<file path="src/rtl/tea_round_scheduler.sv">
`timescale 1ns/1ps
`default_nettype none
// ============================================================================
// Module   : tea_round_scheduler
// Brief    : Round-robin two-port job arbiter and round sequencer driving the
//            strobes of a shared TEA encrypt/decrypt round datapath.
// Revision : 1.0 - initial release
// ============================================================================
module tea_round_scheduler #(
  parameter int ROUNDS = 32
) (
  input  logic       clk,
  input  logic       reset,
  input  logic [1:0] req_valid,
  input  logic [1:0] req_mode,
  output logic [1:0] req_ready,
  output logic       dp_sel,
  output logic       dp_load,
  output logic       dp_set_sum_enc,
  output logic       dp_set_sum_dec,
  output logic       dp_sum_inc,
  output logic       dp_sum_dec,
  output logic       dp_calc,
  output logic       dp_v_enc,
  output logic       dp_v_dec,
  output logic       dp_capture,
  output logic [4:0] round,
  output logic       busy,
  output logic       resp_valid,
  output logic       resp_id,
  output logic       resp_mode,
  input  logic       resp_ready
);

  localparam logic [2:0] S_IDLE    = 3'd0;
  localparam logic [2:0] S_LOAD    = 3'd1;
  localparam logic [2:0] S_INIT    = 3'd2;
  localparam logic [2:0] S_S0      = 3'd3;
  localparam logic [2:0] S_S1      = 3'd4;
  localparam logic [2:0] S_S2      = 3'd5;
  localparam logic [2:0] S_CAPTURE = 3'd6;
  localparam logic [2:0] S_RESP    = 3'd7;

  localparam logic [4:0] C_LAST_ROUND = 5'(ROUNDS - 1);

  logic [2:0] r_state;
  logic [4:0] r_round;
  logic       r_last_grant;
  logic       r_id;
  logic       r_mode;

  logic       w_any_req;
  logic       w_grant;

  // On a tie the requester that did not win last time gets the grant.
  always_comb begin
    w_any_req = |req_valid;
    w_grant   = (&req_valid) ? ~r_last_grant : req_valid[1];
    req_ready = 2'b00;
    if ((r_state == S_IDLE) && w_any_req && !reset) begin
      req_ready = w_grant ? 2'b10 : 2'b01;
    end
  end

  always_ff @(posedge clk or posedge reset) begin
    if (reset) begin
      r_state      <= S_IDLE;
      r_round      <= 5'd0;
      r_last_grant <= 1'b1;
      r_id         <= 1'b0;
      r_mode       <= 1'b0;
    end else begin
      case (r_state)
        S_IDLE: begin
          if (w_any_req) begin
            r_id         <= w_grant;
            r_mode       <= req_mode[w_grant];
            r_last_grant <= w_grant;
            r_state      <= S_LOAD;
          end
        end
        S_LOAD: r_state <= S_INIT;
        S_INIT: begin
          r_round <= 5'd0;
          r_state <= S_S0;
        end
        S_S0: r_state <= S_S1;
        S_S1: r_state <= S_S2;
        S_S2: begin
          if (r_round == C_LAST_ROUND) begin
            r_state <= S_CAPTURE;
          end else begin
            r_round <= r_round + 5'd1;
            r_state <= S_S0;
          end
        end
        S_CAPTURE: r_state <= S_RESP;
        S_RESP: begin
          if (resp_ready) begin
            r_state <= S_IDLE;
          end
        end
        default: r_state <= S_IDLE;
      endcase
    end
  end

  // Encrypt steps sum first; decrypt steps sum last, after the v update.
  assign dp_load        = (r_state == S_LOAD);
  assign dp_set_sum_enc = (r_state == S_INIT) && !r_mode;
  assign dp_set_sum_dec = (r_state == S_INIT) &&  r_mode;
  assign dp_sum_inc     = (r_state == S_S0)   && !r_mode;
  assign dp_calc        = ((r_state == S_S1) && !r_mode) || ((r_state == S_S0) && r_mode);
  assign dp_v_enc       = (r_state == S_S2)   && !r_mode;
  assign dp_v_dec       = (r_state == S_S1)   &&  r_mode;
  assign dp_sum_dec     = (r_state == S_S2)   &&  r_mode;
  assign dp_capture     = (r_state == S_CAPTURE);

  assign busy       = (r_state != S_IDLE);
  assign dp_sel     = busy && r_id;
  assign round      = r_round;
  assign resp_valid = (r_state == S_RESP);
  assign resp_id    = resp_valid && r_id;
  assign resp_mode  = resp_valid && r_mode;

endmodule
`default_nettype wire

</file>
<file path="config.mk">
export PLATFORM = sky130hd
export DESIGN_NAME = tea_round_scheduler
export DESIGN_NICKNAME = d
export VERILOG_FILES = /design/src/rtl/tea_round_scheduler.sv
export SDC_FILE = /design/constraint.sdc
export NUM_CORES = 1
export LEC_CHECK = 0
export ABC_CLOCK_PERIOD_IN_PS = 2100
export BUFFER_PORTS_ARGS = -buffer_cell sky130_fd_sc_hd__buf_2
export CORE_MARGIN = 5
export CORE_UTILIZATION = 40
export DETAILED_ROUTE_END_ITERATION = 10
export PLACE_DENSITY = 0.72
export RECOVER_POWER = 100
export SLEW_MARGIN = 10
export SYNTH_ARGS = -nofsm -noshare
export SYNTH_HDL_FRONTEND = slang
export SYNTH_SLANG_ARGS = --single-unit
</file>
<file path="constraint.sdc">
create_clock -name clk -period 2.1 [get_ports clk]
set_clock_uncertainty 0.15 [all_clocks]
set_input_delay 0.21 -clock clk [delete_from_list [all_inputs] [get_ports clk]]
set_output_delay 0.21 -clock clk [all_outputs]
set_load 0.01 [all_outputs]
</file>
Word level (Yosys, flattened, before mapping)

Index checks and enable logic that the tools add are counted.

Equal/unequal tests: 11
$lt $le $gt $ge: 1
Mux-type cells: 11
Bitwise logic cells: 1
Add/subtract/negate cells: 1
Reduce and logical (&&, ||, !) cells: 24

Operators by type and width:

| operator                                           | number |
|---|---|
| case mux 3 bit (8 select lines)                    | 1 |
| logical AND 1 bit                                  | 13 |
| == test 3 bit, second input constant               | 4 |
| case mux 5 bit (2 select lines)                    | 1 |
| 2-to-1 mux 3 bit                                   | 3 |
| AND reduction 2 bit                                | 4 |
| == test 3 x 2 -> 1 bit, second input constant      | 2 |
| adder 5 x 1 -> 5 bit, second input constant        | 1 |
| == test 5 bit, second input constant               | 1 |
| 2-to-1 mux 5 bit                                   | 1 |
| 2-to-1 mux 2 bit                                   | 2 |
| != test 2 bit, second input constant               | 2 |
| == test 3 x 1 -> 1 bit, second input constant      | 1 |
| logical NOT 3 bit                                  | 1 |
| 2-to-1 mux 1 bit                                   | 3 |
| nonzero test 3 bit                                 | 1 |
| logical NOT 1 bit                                  | 2 |
| < comparator 1 x 2 -> 1 bit, second input constant | 1 |
| != test 2 x 1 -> 1 bit, second input constant      | 1 |
| nonzero test 2 bit                                 | 1 |
| OR reduction 2 bit                                 | 1 |
| logical OR 1 bit                                   | 1 |
| inverter 1 bit                                     | 1 |

Output and inout port bits: 21
Bits of input ports: 7
Register bits: 11

Longest topological paths before layout

Word-level depth: 4
Gate-level depth with buffers: 6
Mapped depth without buffers: 6

Least setup slack after synthesis

Ideal clock, no wire load.

Path type: reg2reg
From: register r_round[0], in the netlist round[0]
To: register r_round[3], in the netlist round[3]
Arrival: 1599 ps
Stages on the path, launching flop included: 7
Path buffers: 0
Clock period less this slack: 1843 ps
Path slack: 257 ps
Library setup time: 94 ps
Required time: 1856 ps
Cells stage by stage: dfrtp_1 -> ha_1 -> and3_1 -> ha_1 -> and4b_1 -> a31oi_1 -> a211oi_1

Word-level cells in the longest chain between the ends: 3

RTL lines:

| what                                                                          | line   | text |
|---|---|---|
| from (decl)                                                                   | 47     | `logic [4:0] r_round;` |
| from (signal assigned)                                                        | 93     | `r_round <= r_round + 5'd1;` |
| adder 5 x 1 -> 5 bit / == test 5 bit (equally long branches)                  | 93, 90 |  |
| 2-to-1 mux 5 bit / != test 2 bit (equally long branches)                      | n/a    |  |
| case mux 5 bit (2 select lines) / AND reduction 2 bit (equally long branches) | n/a    |  |

Several ways; a longest one is shown, not always the timed one. The select of a mux whose other input is x is not followed.
A chain may end at the register's enable or synchronous reset.

Worst setup path after layout

Same ends and word-level chain as after synthesis.

==> flow_metrics.env <==
export IMPL_syn2layout_area_growth_pct=24.0
export IMPL_synth_fp_nets=98
export IMPL_period_needed_ns=1.97
export IMPL_worst_pin_slew_ns=0.472
export IMPL_routed_wl_um=1770
export IMPL_grt_start_max_net_pins=17
export IMPL_crit_type="register to register"
export IMPL_io_buffers=27
export IMPL_ff2ff_path_depth=6
export IMPL_p_clk_share_pct=11.6
export IMPL_crit_required_ns=2.13
export IMPL_timing_rr_start="round[0]$_DFFE_PP0P_"
export IMPL_dp_hpwl_um=1380
export IMPL_vias=756
export IMPL_min_from="req_valid[1]"
export IMPL_finalPower_mw=1.25
export IMPL_ys_seq_area_share_pct=36.8
export IMPL_synth_ff_type="dfrtp_1"
export IMPL_dr_pass1_iters=4
export IMPL_setup_viol=0
export IMPL_combPwrFrac_pct=50.1
export IMPL_clock_tree_root_cell="clkbuf_4"
export IMPL_max_stage_delay_ns=0.44
export IMPL_antenna_found_initial=0
export IMPL_path_clk_slew_ns=0.07
export IMPL_grt_ovfl_total=0
export IMPL_drt_initial_drc_count=7
export IMPL_path_cells="ha_1 -> and3_1 -> ha_1 -> and4b_1 -> a31oi_1 -> a211oi_1"
export IMPL_cts_max_path_buffers=2
export IMPL_syn_area_per_cell_um2=8.44
export IMPL_track_usage_pct=13.6
export IMPL_routed_top_layer="met3"
export IMPL_synth_edf_count=0
export IMPL_p_sw_mw=0.605
export IMPL_gp_congestion=0.795
export IMPL_powerDensity_nw_per_um2=1340
export IMPL_vdd_ir_drop_max_mv=0.667
export IMPL_status="finished, final reports clean"
export IMPL_grt_pass1_wl_um=2850
export IMPL_drtAntennaViolNets=0
export IMPL_die_y_um=53.3
export IMPL_routedWlPerCell_um=12.1
export IMPL_rsz0062_at_grt="no"
export IMPL_clock_sinks=11
export IMPL_core_um2=1760
export IMPL_reg2reg_slack_ns=0.13
export IMPL_met2_length_um=881
export IMPL_final_max_slew_viol_count=0
export IMPL_timing_final_crit_share_pct=93.9
export IMPL_seqPwrFrac_pct=38.3
export IMPL_hp_class="primary input to register"
export IMPL_antenna_cells=0
export IMPL_worst_r2r_endpoint="round[3]$_DFFE_PP0P_"
export IMPL_arrival_ns=2.00
export IMPL_final_util_pct=52.8
export IMPL_ys_types=33
export IMPL_start_util_pct=42.6
export IMPL_synth_seq_cells=11
export IMPL_crit_start="round[0]$_DFFE_PP0P_"
export IMPL_fin_hold_ws_ns=0.0782
export IMPL_ctsHtreeMaxLevel=1
export IMPL_whs_path_depth=3
export IMPL_ys_warn_count=0
export IMPL_worstPathMaxFanout=6
export IMPL_drive_gt1_share_pct=17.4
export IMPL_p_sw_share_pct=48.4
export IMPL_maxCapViolCount=0
export IMPL_synthArstFlopShare_pct=100
export IMPL_critPathCaptureType="register"
export IMPL_start_kind="register"
export IMPL_met3_wirelength_um=96
export IMPL_crit_slowest_cell="dfrtp_1"
export IMPL_io_pins=28
export IMPL_layout_nets=131
export IMPL_rows=15
export IMPL_fp_dieW_um=53.3
export IMPL_die_area_um2=2840
export IMPL_route_detailed_drc=0
export IMPL_grt_pass1_vias=684
export IMPL_cts_buffers=3
export IMPL_setup_tns_ns=0
export IMPL_cts_setup_buffers=0
export IMPL_fmax_ghz=0.507
export IMPL_wl_met1_um=791
export IMPL_via_per_inst=5.18
export IMPL_syn_cell_area_um2=751
export IMPL_timing_critical_path_mode_cell="ha_1"
export IMPL_clk_latency_ns=0.27
export IMPL_hold_violations=0
export IMPL_whs_endpoint="r_last_grant$_DFFE_PP1N_"
export IMPL_p_int_mw=0.644
export IMPL_cts_tree="done"
export IMPL_p_leak_nw=0.409
export IMPL_relSlewSlack_pct=68.6
export IMPL_synthCells=89
## power groups by stage
stage,Sequential (mW),Combinational (mW),Clock (mW)
6_report,0.478,0.625,0.145
2_1_floorplan,0.415,0.513,0
4_1_cts,0.478,0.663,0.153
3_3_place_gp,0.479,0.649,0
3_5_place_dp,0.481,0.657,0
5_1_grt,0.503,0.706,0.159
## timing repair
item | in CTS | in global routing
hold buffers | 2 | 0
endpoints found under the hold margin | 11 | 0
gates resized for setup | 0 | 1
endpoints found under the setup margin | 0 | 2
## cell type report
class,count,area (um2)
fill,194,833
multi-input combinational,70,433
sequential,11,278
timing repair buffer,31,144
tap,25,31.3
clock buffer,4,26.3
inverter,5,18.8
## placed cells by master (no fill, tap or decap), types with 3 or more instances in the layout
cell type,instances
clkbuf_1,20
nor2_1,13
a21oi_1,10
dfrtp_1,9
buf_2,8
nand2_1,6
nand2b_1,5
nor3_1,5
inv_1,3
nor2b_1,3
clkbuf_4,3
## critical path, delay by kind of cell (launching register included)
family / cells / cell delay [ns]
DFF: 1 / 0.44
and+or+nand+nor: 2 / 0.49
AOI/OAI and AO/OA: 2 / 0.29
adders and majority gates: 2 / 0.52
## stage by stage
stage | instance area, um2 | setup slack, ns | instances
2_1_floorplan | 751 | 0.257 | 89
3_3_place_gp | 912 | 0.226 | 140
3_5_place_dp | 912 | 0.118 | 140
4_1_cts | 958 | 0.100 | 146
5_1_grt | 931 | 0.00589 | 146
6_report | 931 | 0.129 | 146
## Yosys cell counts, types with 2 or more instances
cell	n	area share, %
nand2b_1	5	4.2
nand2_1	5	2.5
a2bb2oi_1	2	2.3
o21ai_0	2	1.3
and2_1	2	1.7
ha_1	2	3.3
nand3_1	2	1.3
buf_4	2	2.0
a21oi_1	10	6.7
a211oi_1	2	2.0
dfrtp_1	10	33
a31oi_1	2	1.7
inv_2	2	1.0
nor2_1	13	6.5
nor3_1	5	3.3
inv_1	3	1.5
o22ai_1	2	1.7
nor2b_1	3	2.5
## layer usage
layer  vias to the layer above  GRT usage [%]
met3                         0           4.23
li1                        380              -
met2                        18           23.5
met4                         0           3.83
met5                         -              0
met1                       358           16.0
## kinds of logic after synthesis
| logic type | synth area share, % |
|---|---|
| flops | 36.8 |
| buf+inv | 5.17 |
| compound gates | 21.8 |
| simple gates | 32.8 |
| fa+ha+maj | 3.33 |
## worst max-delay path by stage
stage / endpoint / slack, ns / cells past startpoint
after floorplan: round[3]$_DFFE_PP0P_ / 0.26 / 6
after global placement: round[3]$_DFFE_PP0P_ / 0.23 / 6
after detailed placement: round[3]$_DFFE_PP0P_ / 0.12 / 6
after CTS: round[3]$_DFFE_PP0P_ / 0.10 / 6
after global routing: round[3]$_DFFE_PP0P_ / 0.006 / 6
final: round[3]$_DFFE_PP0P_ / 0.13 / 6
## sequential cells by signal, indices dropped and copies added (netlist names)
name / count
r_state: 3
round: 5
r_id: 1
r_mode: 1
r_last_grant: 1
No activity file was read; power rests on OpenSTA's default activity.
